## src/rtl/spi2adc_pkg.sv

```systemverilog
// spi_adc_pkg: shared FSM states, frame geometry and command bits for the MCP3002 reader
package spi_adc_pkg;
    typedef enum logic [1:0] {IDLE, CS_SETUP, SHIFT, CS_HOLD} state_t;
    localparam int FRAME_BITS = 16;
    localparam logic [4:0] LAST_BIT_IDX = 5'(FRAME_BITS - 1);
    localparam logic [4:0] NULL_BIT_IDX = 5'd5;
    localparam logic [4:0] FIRST_DATA_IDX = NULL_BIT_IDX + 5'd1;
    localparam logic START = 1'b1;
    localparam logic SGL = 1'b1;
    localparam logic MSBF = 1'b1;
    // Din bit for 0-based frame bit idx: leading alignment zero, then start/sgl/odd/msbf, then zeros
    function automatic logic cmd_bit(input logic [4:0] idx, input logic ch);
        return idx == 5'd1 ? START : idx == 5'd2 ? SGL : idx == 5'd3 ? ch : idx == 5'd4 ? MSBF : 1'b0;
    endfunction
endpackage

```

## src/rtl/spi2adc_if.sv

```systemverilog
// spi2adc_if: ADC pins plus request/result signals of the SPI ADC reader
interface spi2adc_if;
    logic start, channel, adc_sdo, adc_cs, adc_sck, adc_sdi, data_valid, busy;
    logic [9:0] data_out;
    modport master (input start, channel, adc_sdo, output adc_cs, adc_sck, adc_sdi, data_out, data_valid, busy);
    modport slave (output start, channel, adc_sdo, input adc_cs, adc_sck, adc_sdi, data_out, data_valid, busy);
endinterface

```

## src/rtl/spi2adc_sck_gen.sv

```systemverilog
// spi_sck_gen: half-period counter and SCK toggler; pulses mark the sysclk edge where SCK changes
module spi_sck_gen #(parameter int unsigned HALF_PERIOD = 25) (
    input  logic sysclk,
    input  logic reset,
    input  logic en,
    input  logic toggle,
    output logic sck,
    output logic rise_pulse,
    output logic fall_pulse,
    output logic period_done
);
    logic [7:0] cnt;
    assign period_done = en && cnt == 8'(HALF_PERIOD - 1);
    assign rise_pulse = toggle && period_done && !sck;
    assign fall_pulse = toggle && period_done && sck;
    always_ff @(posedge sysclk or posedge reset) begin
        if (reset) begin
            cnt <= 8'd0;
            sck <= 1'b0;
        end else begin
            cnt <= (!en || period_done) ? 8'd0 : cnt + 8'd1;
            sck <= toggle && (sck ^ period_done);
        end
    end
endmodule

```

## src/rtl/spi2adc.sv

```systemverilog
// spi2adc: SPI master reading one 10-bit MCP3002 conversion per accepted start strobe
module spi2adc
    import spi_adc_pkg::*;
#(
    parameter int unsigned HALF_PERIOD = 25
) (
    input logic sysclk,
    input logic reset,
    spi2adc_if.master bus
);
    state_t state, nxt;
    logic ch, rise, fall, pd, last_fall, cs_d, busy_d;
    logic [4:0] bc;
    logic [9:0] shreg;
    spi_sck_gen #(.HALF_PERIOD(HALF_PERIOD)) u_sck (
        .sysclk(sysclk),
        .reset(reset),
        .en(state != IDLE),
        .toggle(state == SHIFT),
        .sck(bus.adc_sck),
        .rise_pulse(rise),
        .fall_pulse(fall),
        .period_done(pd)
    );
    assign last_fall = fall && bc == LAST_BIT_IDX;
    always_ff @(posedge sysclk or posedge reset) begin
        if (reset) state <= IDLE;
        else state <= nxt;
    end
    // A start present when CS_HOLD expires chains straight into the next frame
    always_comb begin
        nxt = state;
        case (state)
            IDLE:     nxt = bus.start ? CS_SETUP : IDLE;
            CS_SETUP: nxt = pd ? SHIFT : CS_SETUP;
            SHIFT:    nxt = last_fall ? CS_HOLD : SHIFT;
            CS_HOLD:  nxt = pd ? (bus.start ? CS_SETUP : IDLE) : CS_HOLD;
            default:  nxt = IDLE;
        endcase
    end
    always_comb begin
        cs_d = !(nxt == CS_SETUP || nxt == SHIFT);
        busy_d = nxt != IDLE;
    end
    always_ff @(posedge sysclk or posedge reset) begin
        if (reset) begin
            bus.adc_cs <= 1'b1;
            bus.busy <= 1'b0;
            bus.adc_sdi <= 1'b0;
            bus.data_out <= 10'd0;
            bus.data_valid <= 1'b0;
            ch <= 1'b0;
            bc <= 5'd0;
            shreg <= 10'd0;
        end else begin
            bus.adc_cs <= cs_d;
            bus.busy <= busy_d;
            bus.data_valid <= last_fall;
            if (nxt == CS_SETUP && state != CS_SETUP) ch <= bus.channel;
            if (last_fall) bus.data_out <= shreg;
            bc <= (state != SHIFT || last_fall) ? 5'd0 : bc + 5'(fall);
            if (rise && bc >= FIRST_DATA_IDX) shreg <= {shreg[8:0], bus.adc_sdo};
            bus.adc_sdi <= (state == CS_SETUP && pd) ? cmd_bit(5'd0, ch)
                         : (fall && !last_fall) ? cmd_bit(bc + 5'd1, ch)
                         : (state == SHIFT && !last_fall) ? bus.adc_sdi : 1'b0;
        end
    end
endmodule

```

## src/flat_wrapper.sv

```systemverilog
// flat-port wrapper written by rule: the top's interface ports become plain ports
module spi2adc_flat import spi_adc_pkg::*;
#(
    parameter int unsigned HALF_PERIOD = 25
)
  (sysclk, reset, bus_start, bus_channel, bus_adc_sdo, bus_adc_cs, bus_adc_sck, bus_adc_sdi, bus_data_out, bus_data_valid, bus_busy);
  spi2adc_if bus_i ();
  input logic sysclk;
  input logic reset;
  input wire logic [$bits(bus_i.start)-1:0] bus_start;
  input wire logic [$bits(bus_i.channel)-1:0] bus_channel;
  input wire logic [$bits(bus_i.adc_sdo)-1:0] bus_adc_sdo;
  output wire logic [$bits(bus_i.adc_cs)-1:0] bus_adc_cs;
  output wire logic [$bits(bus_i.adc_sck)-1:0] bus_adc_sck;
  output wire logic [$bits(bus_i.adc_sdi)-1:0] bus_adc_sdi;
  output wire logic [$bits(bus_i.data_out)-1:0] bus_data_out;
  output wire logic [$bits(bus_i.data_valid)-1:0] bus_data_valid;
  output wire logic [$bits(bus_i.busy)-1:0] bus_busy;
  assign bus_i.start = bus_start;
  assign bus_i.channel = bus_channel;
  assign bus_i.adc_sdo = bus_adc_sdo;
  assign bus_adc_cs = bus_i.adc_cs;
  assign bus_adc_sck = bus_i.adc_sck;
  assign bus_adc_sdi = bus_i.adc_sdi;
  assign bus_data_out = bus_i.data_out;
  assign bus_data_valid = bus_i.data_valid;
  assign bus_busy = bus_i.busy;
  spi2adc #(.HALF_PERIOD(HALF_PERIOD)) u_core (.sysclk(sysclk), .reset(reset), .bus(bus_i));
endmodule
```

## config.mk

```make
export PLATFORM = sky130hd
export DESIGN_NAME = spi2adc_flat
export DESIGN_NICKNAME = d
export VERILOG_FILES = /design/src/rtl/spi2adc_pkg.sv /design/src/rtl/spi2adc_if.sv /design/src/rtl/spi2adc_sck_gen.sv /design/src/rtl/spi2adc.sv /design/src/flat_wrapper.sv
export SDC_FILE = /design/constraint.sdc
export NUM_CORES = 1
export LEC_CHECK = 0
export BUFFER_PORTS_ARGS = -buffer_cell sky130_fd_sc_hd__clkbuf_2
export CAP_MARGIN = 10
export CORE_ASPECT_RATIO = 0.9
export CORE_MARGIN = 2
export CORE_UTILIZATION = 57
export CTS_CLUSTER_SIZE = 20
export DETAILED_ROUTE_END_ITERATION = 10
export PLACE_DENSITY = 0.83
export SLEW_MARGIN = 20
export SYNTH_ARGS = -nofsm -noshare
export SYNTH_HDL_FRONTEND = slang
export SYNTH_SLANG_ARGS = --single-unit
export TNS_END_PERCENT = 100
```

## constraint.sdc

```tcl
create_clock -name sysclk -period 3.4 [get_ports sysclk]
set_clock_uncertainty 0.2 [all_clocks]
set_input_delay 0.68 -clock sysclk [delete_from_list [all_inputs] [get_ports sysclk]]
set_output_delay 0.68 -clock sysclk [all_outputs]
set_load 0.03 [all_outputs]
```

## Yosys cells after proc, flatten, opt, wreduce, memory -nomap -nowiden

Cells that the tools add are included.

| storage, ports and cells | value |
|---|---|
| output and inout port bits | 15 |
| logic and storage cells | 65 |
| register bits after elaboration | 41 |
| input bits | 5 |

| operators by class | value |
|---|---|
| reductions and logical operators | 21 |
| add/subtract/negate cells | 3 |
| eq/ne operators | 14 |
| mux-type cells | 14 |
| magnitude comparators | 1 |
| bitwise operators | 1 |

Operators with widths:

| cell | number |
|---|---|
| logical AND 1 bit | 11 |
| equality test 5 x 2 -> 1 bit, second input constant | 2 |
| two-way mux 1 bit | 9 |
| adder 8 x 1 -> 8 bit, second input constant | 1 |
| equality test 8 x 5 -> 1 bit, second input constant | 1 |
| two-way mux 8 bit | 1 |
| case mux 2 bit (4 select lines) | 1 |
| equality test 2 bit, second input constant | 3 |
| adder 5 x 1 -> 5 bit | 1 |
| adder 5 x 1 -> 5 bit, second input constant | 1 |
| equality test 5 x 1 -> 1 bit, second input constant | 1 |
| equality test 5 x 3 -> 1 bit, second input constant | 1 |
| equality test 5 x 4 -> 1 bit, second input constant | 1 |
| >= comparator 5 x 3 -> 1 bit, second input constant | 1 |
| two-way mux 5 bit | 1 |
| equality test 2 x 1 -> 1 bit, second input constant | 2 |
| logical NOT 1 bit | 4 |
| two-way mux 2 bit | 2 |
| nonzero test 2 bit | 2 |
| logical OR 1 bit | 3 |
| != test 3 x 1 -> 1 bit, second input constant | 1 |
| logical NOT 2 bit | 1 |
| != test 2 x 1 -> 1 bit, second input constant | 1 |
| != test 2 bit, second input constant | 1 |
| XOR 1 bit | 1 |

## Depth between registers and ports, before layout

| logic depth | value |
|---|---|
| word-level depth | 10 |
| gate-level depth with buffers | 11 |
| mapped depth without buffers | 10 |

## Modules after synthesis

Synthesis repeated with hierarchy kept, for this count alone.

| second synthesis, totals | value |
|---|---|
| cell total of the unflattened synthesis | 144 |
| area, all modules | 1899.3 um^2 |

Modules (own cells, without submodules):

| module | seq. area each (um^2) | cells an instance | area each (um^2) | instances |
|---|---|---|---|---|
| spi2adc | 802.0 | 95 | 1375.1 | 1 |
| spi_sck_gen | 225.2 | 49 | 524.3 | 1 |

## Worst setup path after synthesis

OpenSTA, ideal clock, no wires.

| timing | value |
|---|---|
| path type | register -> register |
| start | register u_core.u_sck.cnt[0] |
| end | register u_core.ch |
| library setup time | 0.125 ns |
| required time | 3.075 ns |
| clock period less this slack | 2.703 ns |
| buffers on the path | 0 |
| setup slack | 0.697 ns |
| data arrival time | 2.378 ns |
| cell stages (with the launch flop) | 10 |
| path through | dfrtp_1 > inv_1 > ha_1 > or4b_4 > nor3_4 > nand2_1 > a221o_2 > ha_1 > o21ai_0 > mux2_2 |

| on the way | value |
|---|---|
| longest elaborated chain between the ends | 9 |
| elaborated cells between the ends (all ways) | 11 |
| those cells by class | 2 x eq/ne; 4 x mux; 5 x reduce/logical |

Ends and longest elaborated chain:

| item | RTL line | text |
|---|---|---|
| start: declaration | spi2adc_sck_gen.sv:12 | `logic [7:0] cnt;` |
| start signal: assignment | spi2adc_sck_gen.sv:21 | `cnt <= (!en \|\| period_done) ? 8'd0 : cnt + 8'd1;` |
| equality test 8 x 5 -> 1 bit * | spi2adc_sck_gen.sv:13 | `assign period_done = en && cnt == 8'(HALF_PERIOD - 1);` |
| logical AND 1 bit * | spi2adc_sck_gen.sv:13 |  |
| logical AND 1 bit (2 in series) | spi2adc_sck_gen.sv:15 | `assign fall_pulse = toggle && period_done && sck;` |
| logical AND 1 bit | spi2adc.sv:25 | `assign last_fall = fall && bc == LAST_BIT_IDX;` |
| two-way mux 1 bit | spi2adc.sv:36 | `SHIFT: nxt = last_fall ? CS_HOLD : SHIFT;` |
| case mux 2 bit (4 select lines) * | spi2adc.sv:33 | `case (state)` |
| equality test 2 x 1 -> 1 bit * | spi2adc.sv:59 | `if (nxt == CS_SETUP && state != CS_SETUP) ch <= bus.channel;` |
| logical AND 1 bit * | spi2adc.sv:59 |  |
| end signal: assignment | spi2adc.sv:59 |  |
| end: declaration | spi2adc.sv:12 | `logic ch, rise, fall, pd, last_fall, cs_d, busy_d;` |

Mark *: on every way between the ends. The rest lies on a longest branch, timed or not.
A chain may end at the register's enable or synchronous reset.

## Worst setup path after layout

Ends and elaborated chain as after synthesis.

==> metrics.md <==
| Metric | Value |
|---|---|
| Status | `finished, final reports clean` |
| Setup CP Type | `reg -> reg` |
| R2R Setup Slk | `0.54 ns` |
| GR peak layer | `met2` |
| TritonRoute pass-1 iters | `4` |
| CP max FO | `10` |
| Total power draw | `approximately 1.1 mW` |
| H-Tree Depth | `2` |
| Fmax | `350 MHz` |
| Syn-to-layout area delta | `9.79%` |
| Synth Instances | `138` |
| Syn nets | `roughly 150` |
| Layout cells sized above 1 | `0.380` |
| Grt met1 use | `0.240` |
| DRC Markers | `0` |
| IO Port Bufs | `19` |
| Die Wd | `63.7 um` |
| Final period util | `0.841` |
| Num rows | `19` |
| Final Slew Violations | `0` |
| Antenna cells | `0` |
| R2R Path Start | `u_core.u_sck.cnt[0]` |
| Fin nets | `between 150 and 200` |
| CP Data Required Time | `3.45 ns` |
| Worst r2r path cells | `9` |
| Setup TNS Final | `0 ns` |
| Critical Path End | `u_core.ch` |
| Crit end category | `flip-flop` |
| Later-pin clock latency in the skew report | `roughly 0.37 ns` |
| CTS sink cnt | `41` |
| Global-route track usage on met3 | `0.0408` |
| Worst vdd ir | `0.000313 V` |
| Initial antenna violation count | `0` |
| Relative slew slack | `0.446` |
| Number of flops mapped to enable cells by yosys | `0` |
| Worst EP arrival | `~2.9 ns` |
| MaxCap Viol Count | `0` |
| First-pass GRT wire length | `5090 um` |
| Total power density per cell area | `between 500 and 600 nW/um2` |
| Final Hold Vio Count | `0` |
| Number of global-route vias before repair | `1115` |
| Core Region | `3070 um2` |
| DR vias | `1089` |
| Total wire length | `2860 um` |
| Routed Antenna Nets | `0` |
| Clk pin slew, worst setup/hold paths | `0.13 ns` |
| Worst slew pin tran | `0.830 ns` |
| Yosys cell types | `35` |
| Placer Congestion | `0.780` |
| CTS Hold Bufs | `0` |
| Top_reg_cell synth | `dfrtp_1` |
| Syn. warnings | `0` |
| Via-to-Cell Ratio | `5.31` |
| Total track usage | `0.186` |
| Fin cells | `205` |
| Mapped cell area | `1830 um2` |
| Gr ovfl total | `0` |
| Die area | `3670 um2` |
| Die Ht | `57.7 um` |
| Synthesized area per cell | `13.2 um2` |
| Hold crit path type | `in -> async` |
| Clock tree buffer depth | `2` |
| Fillcell total | `235` |
| CTS buffer count | `5` |
| Final setup fails | `0` |
| Post-synthesis sequential area ratio | `0.562` |
| Largest net degree at the start of global routing | `23` |
| Top Ports | `20` |
| Post-detail-place hpwl | `2030 um` |
| Placed inst area | `1940 um2` |
| Post-CTS Repair Setup Buffers | `0` |
| TritonCTS clock tree | `built` |
| DP Cell Count | `197` |
| Final instance area | `2010 um2` |
| Synth Register Bits | `41` |
| Met2 usage | `0.284` |
| Post-DR wirelength/cell | `13.9 um` |
| Initial Util | `0.596` |
| Cts repair resizes | `0` |
| Final min period | `~2.9 ns` |
| Leakage power total | `1.00 nW` |
| Worst setup startpoint | `u_core.u_sck.cnt[0]` |
| Reg2reg end | `u_core.ch` |
| Ys async rst share | `1.00` |
| DRT iter0 DRCs | `23` |
| Critical path launch point type | `flip-flop` |
| Root Driver | `clkbuf_4` |
| RSZ-0062 raised after global routing | `no` |
## where the power goes
group	switching [mW]	leakage (nW)	internal (mW)
sequential	0.0573	0.549	0.546
combinational	0.113	0.412	0.0995
clock	0.165	0.0382	0.101
total	0.335	1.00	0.747
## state kept, by name (all words and copies together), names as in the netlist
signal	count
u_core.bus.data_out	10
u_core.u_sck.sck	1
u_core.bus.data_valid	1
u_core.bus.busy	1
u_core.bus.adc_sdi	1
u_core.shreg	10
u_core.bc	5
u_core.ch	1
u_core.bus.adc_cs	1
u_core.u_sck.cnt	8
u_core.state	2
## how the worst min path moves through the flow
stage,to,slack [ns],startpoint,cells after the start
floorplan,u_core.u_sck.cnt[0],0.25,u_core.u_sck.cnt[0],1
global placement,u_core.u_sck.cnt[0],0.27,u_core.u_sck.cnt[0],1
detailed placement,u_core.u_sck.cnt[0],0.28,u_core.u_sck.cnt[0],1
CTS,u_core.bc[0],0.26,reset,2
global route,u_core.bc[0],0.30,reset,2
finish,u_core.bc[0],0.23,reset,2
## per-layer routing
metal	routed length, um	part of all wire	vias to the layer above
li1	-	-	523
met1	1330	0.46	539
met2	1330	0.47	19
met3	111	0.039	8
met4	89	0.031	0
met5	0	0	-
## synthesized netlist by cell type, types with 4 or more instances
master | instances | share of area
ha_1 | 6 | 0.041
nor2_1 | 11 | 0.023
nand3_1 | 4 | 0.011
mux2_2 | 19 | 0.12
inv_1 | 6 | 0.012
dfrtp_1 | 40 | 0.55
xor2_1 | 4 | 0.019
nand2_1 | 6 | 0.012
nor3_1 | 4 | 0.011
xnor2_1 | 8 | 0.038
## placed cells by master (no fill, tap or decap), drive strengths merged
| master | instances |
|---|---|
| a21oi | 1 |
| nor4b | 2 |
| nand3 | 4 |
| inv | 6 |
| and3 | 3 |
| mux2 | 21 |
| clkinv | 2 |
| xnor2 | 8 |
| nor3b | 2 |
| and4 | 2 |
| or2 | 1 |
| or3b | 1 |
| clkbuf | 25 |
| dfrtp | 40 |
| buf | 3 |
| a221o | 2 |
| dfstp | 1 |
| nor2b | 1 |
| o21bai | 1 |
| a21bo | 1 |
| nor3 | 5 |
| xor2 | 4 |
| or4b | 1 |
| nand4 | 1 |
| o21ai | 1 |
| nor2 | 11 |
| ha | 6 |
| nand2 | 6 |
| a211oi | 1 |
## stage by stage
stage               utilization  hold slack, ns  worst slack (ns)
finish                    0.654           0.231             0.540
global placement          0.633           0.266             0.618
CTS                       0.654           0.263             0.537
detailed placement        0.633           0.278             0.570
global route              0.654           0.302             0.406
floorplan                     -           0.255             0.697
## worst max-delay path, stage by stage, from the launching register on
cell and delay (ns):
dfrtp_1 0.43, inv_1 0.07, ha_1 0.13, or4b_4 0.46, nor3_4 0.33, nand2_1 0.13
a221o_2 0.40, ha_1 0.17, o21ai_0 0.08, mux2_2 0.35
## area by class of cell
| class | instances | area, um2 | area share |
|---|---|---|---|
| clock buffers | 6 | 51.3 | 0.0256 |
| multi-input cells | 86 | 721 | 0.359 |
| flip-flops and latches | 41 | 1030 | 0.512 |
| clock inverters | 2 | 13.8 | 0.00686 |
| inverters | 6 | 22.5 | 0.0112 |
| well taps | 42 | 52.6 | 0.0262 |
| repair buffers | 22 | 118 | 0.0586 |
## logic make-up (layout without fill, tap and decap cells)
kind of cell	Yosys count	after routing	share of synthesized area
flops	41	41	0.562
simple gates	40	40	0.131
mux	21	21	0.134
xor+xnor	12	12	0.0575
buf+inv	11	36	0.0431
compound gates	7	7	0.0315
fa+ha+maj	6	6	0.0411
(Power assumes the default switching activity.)
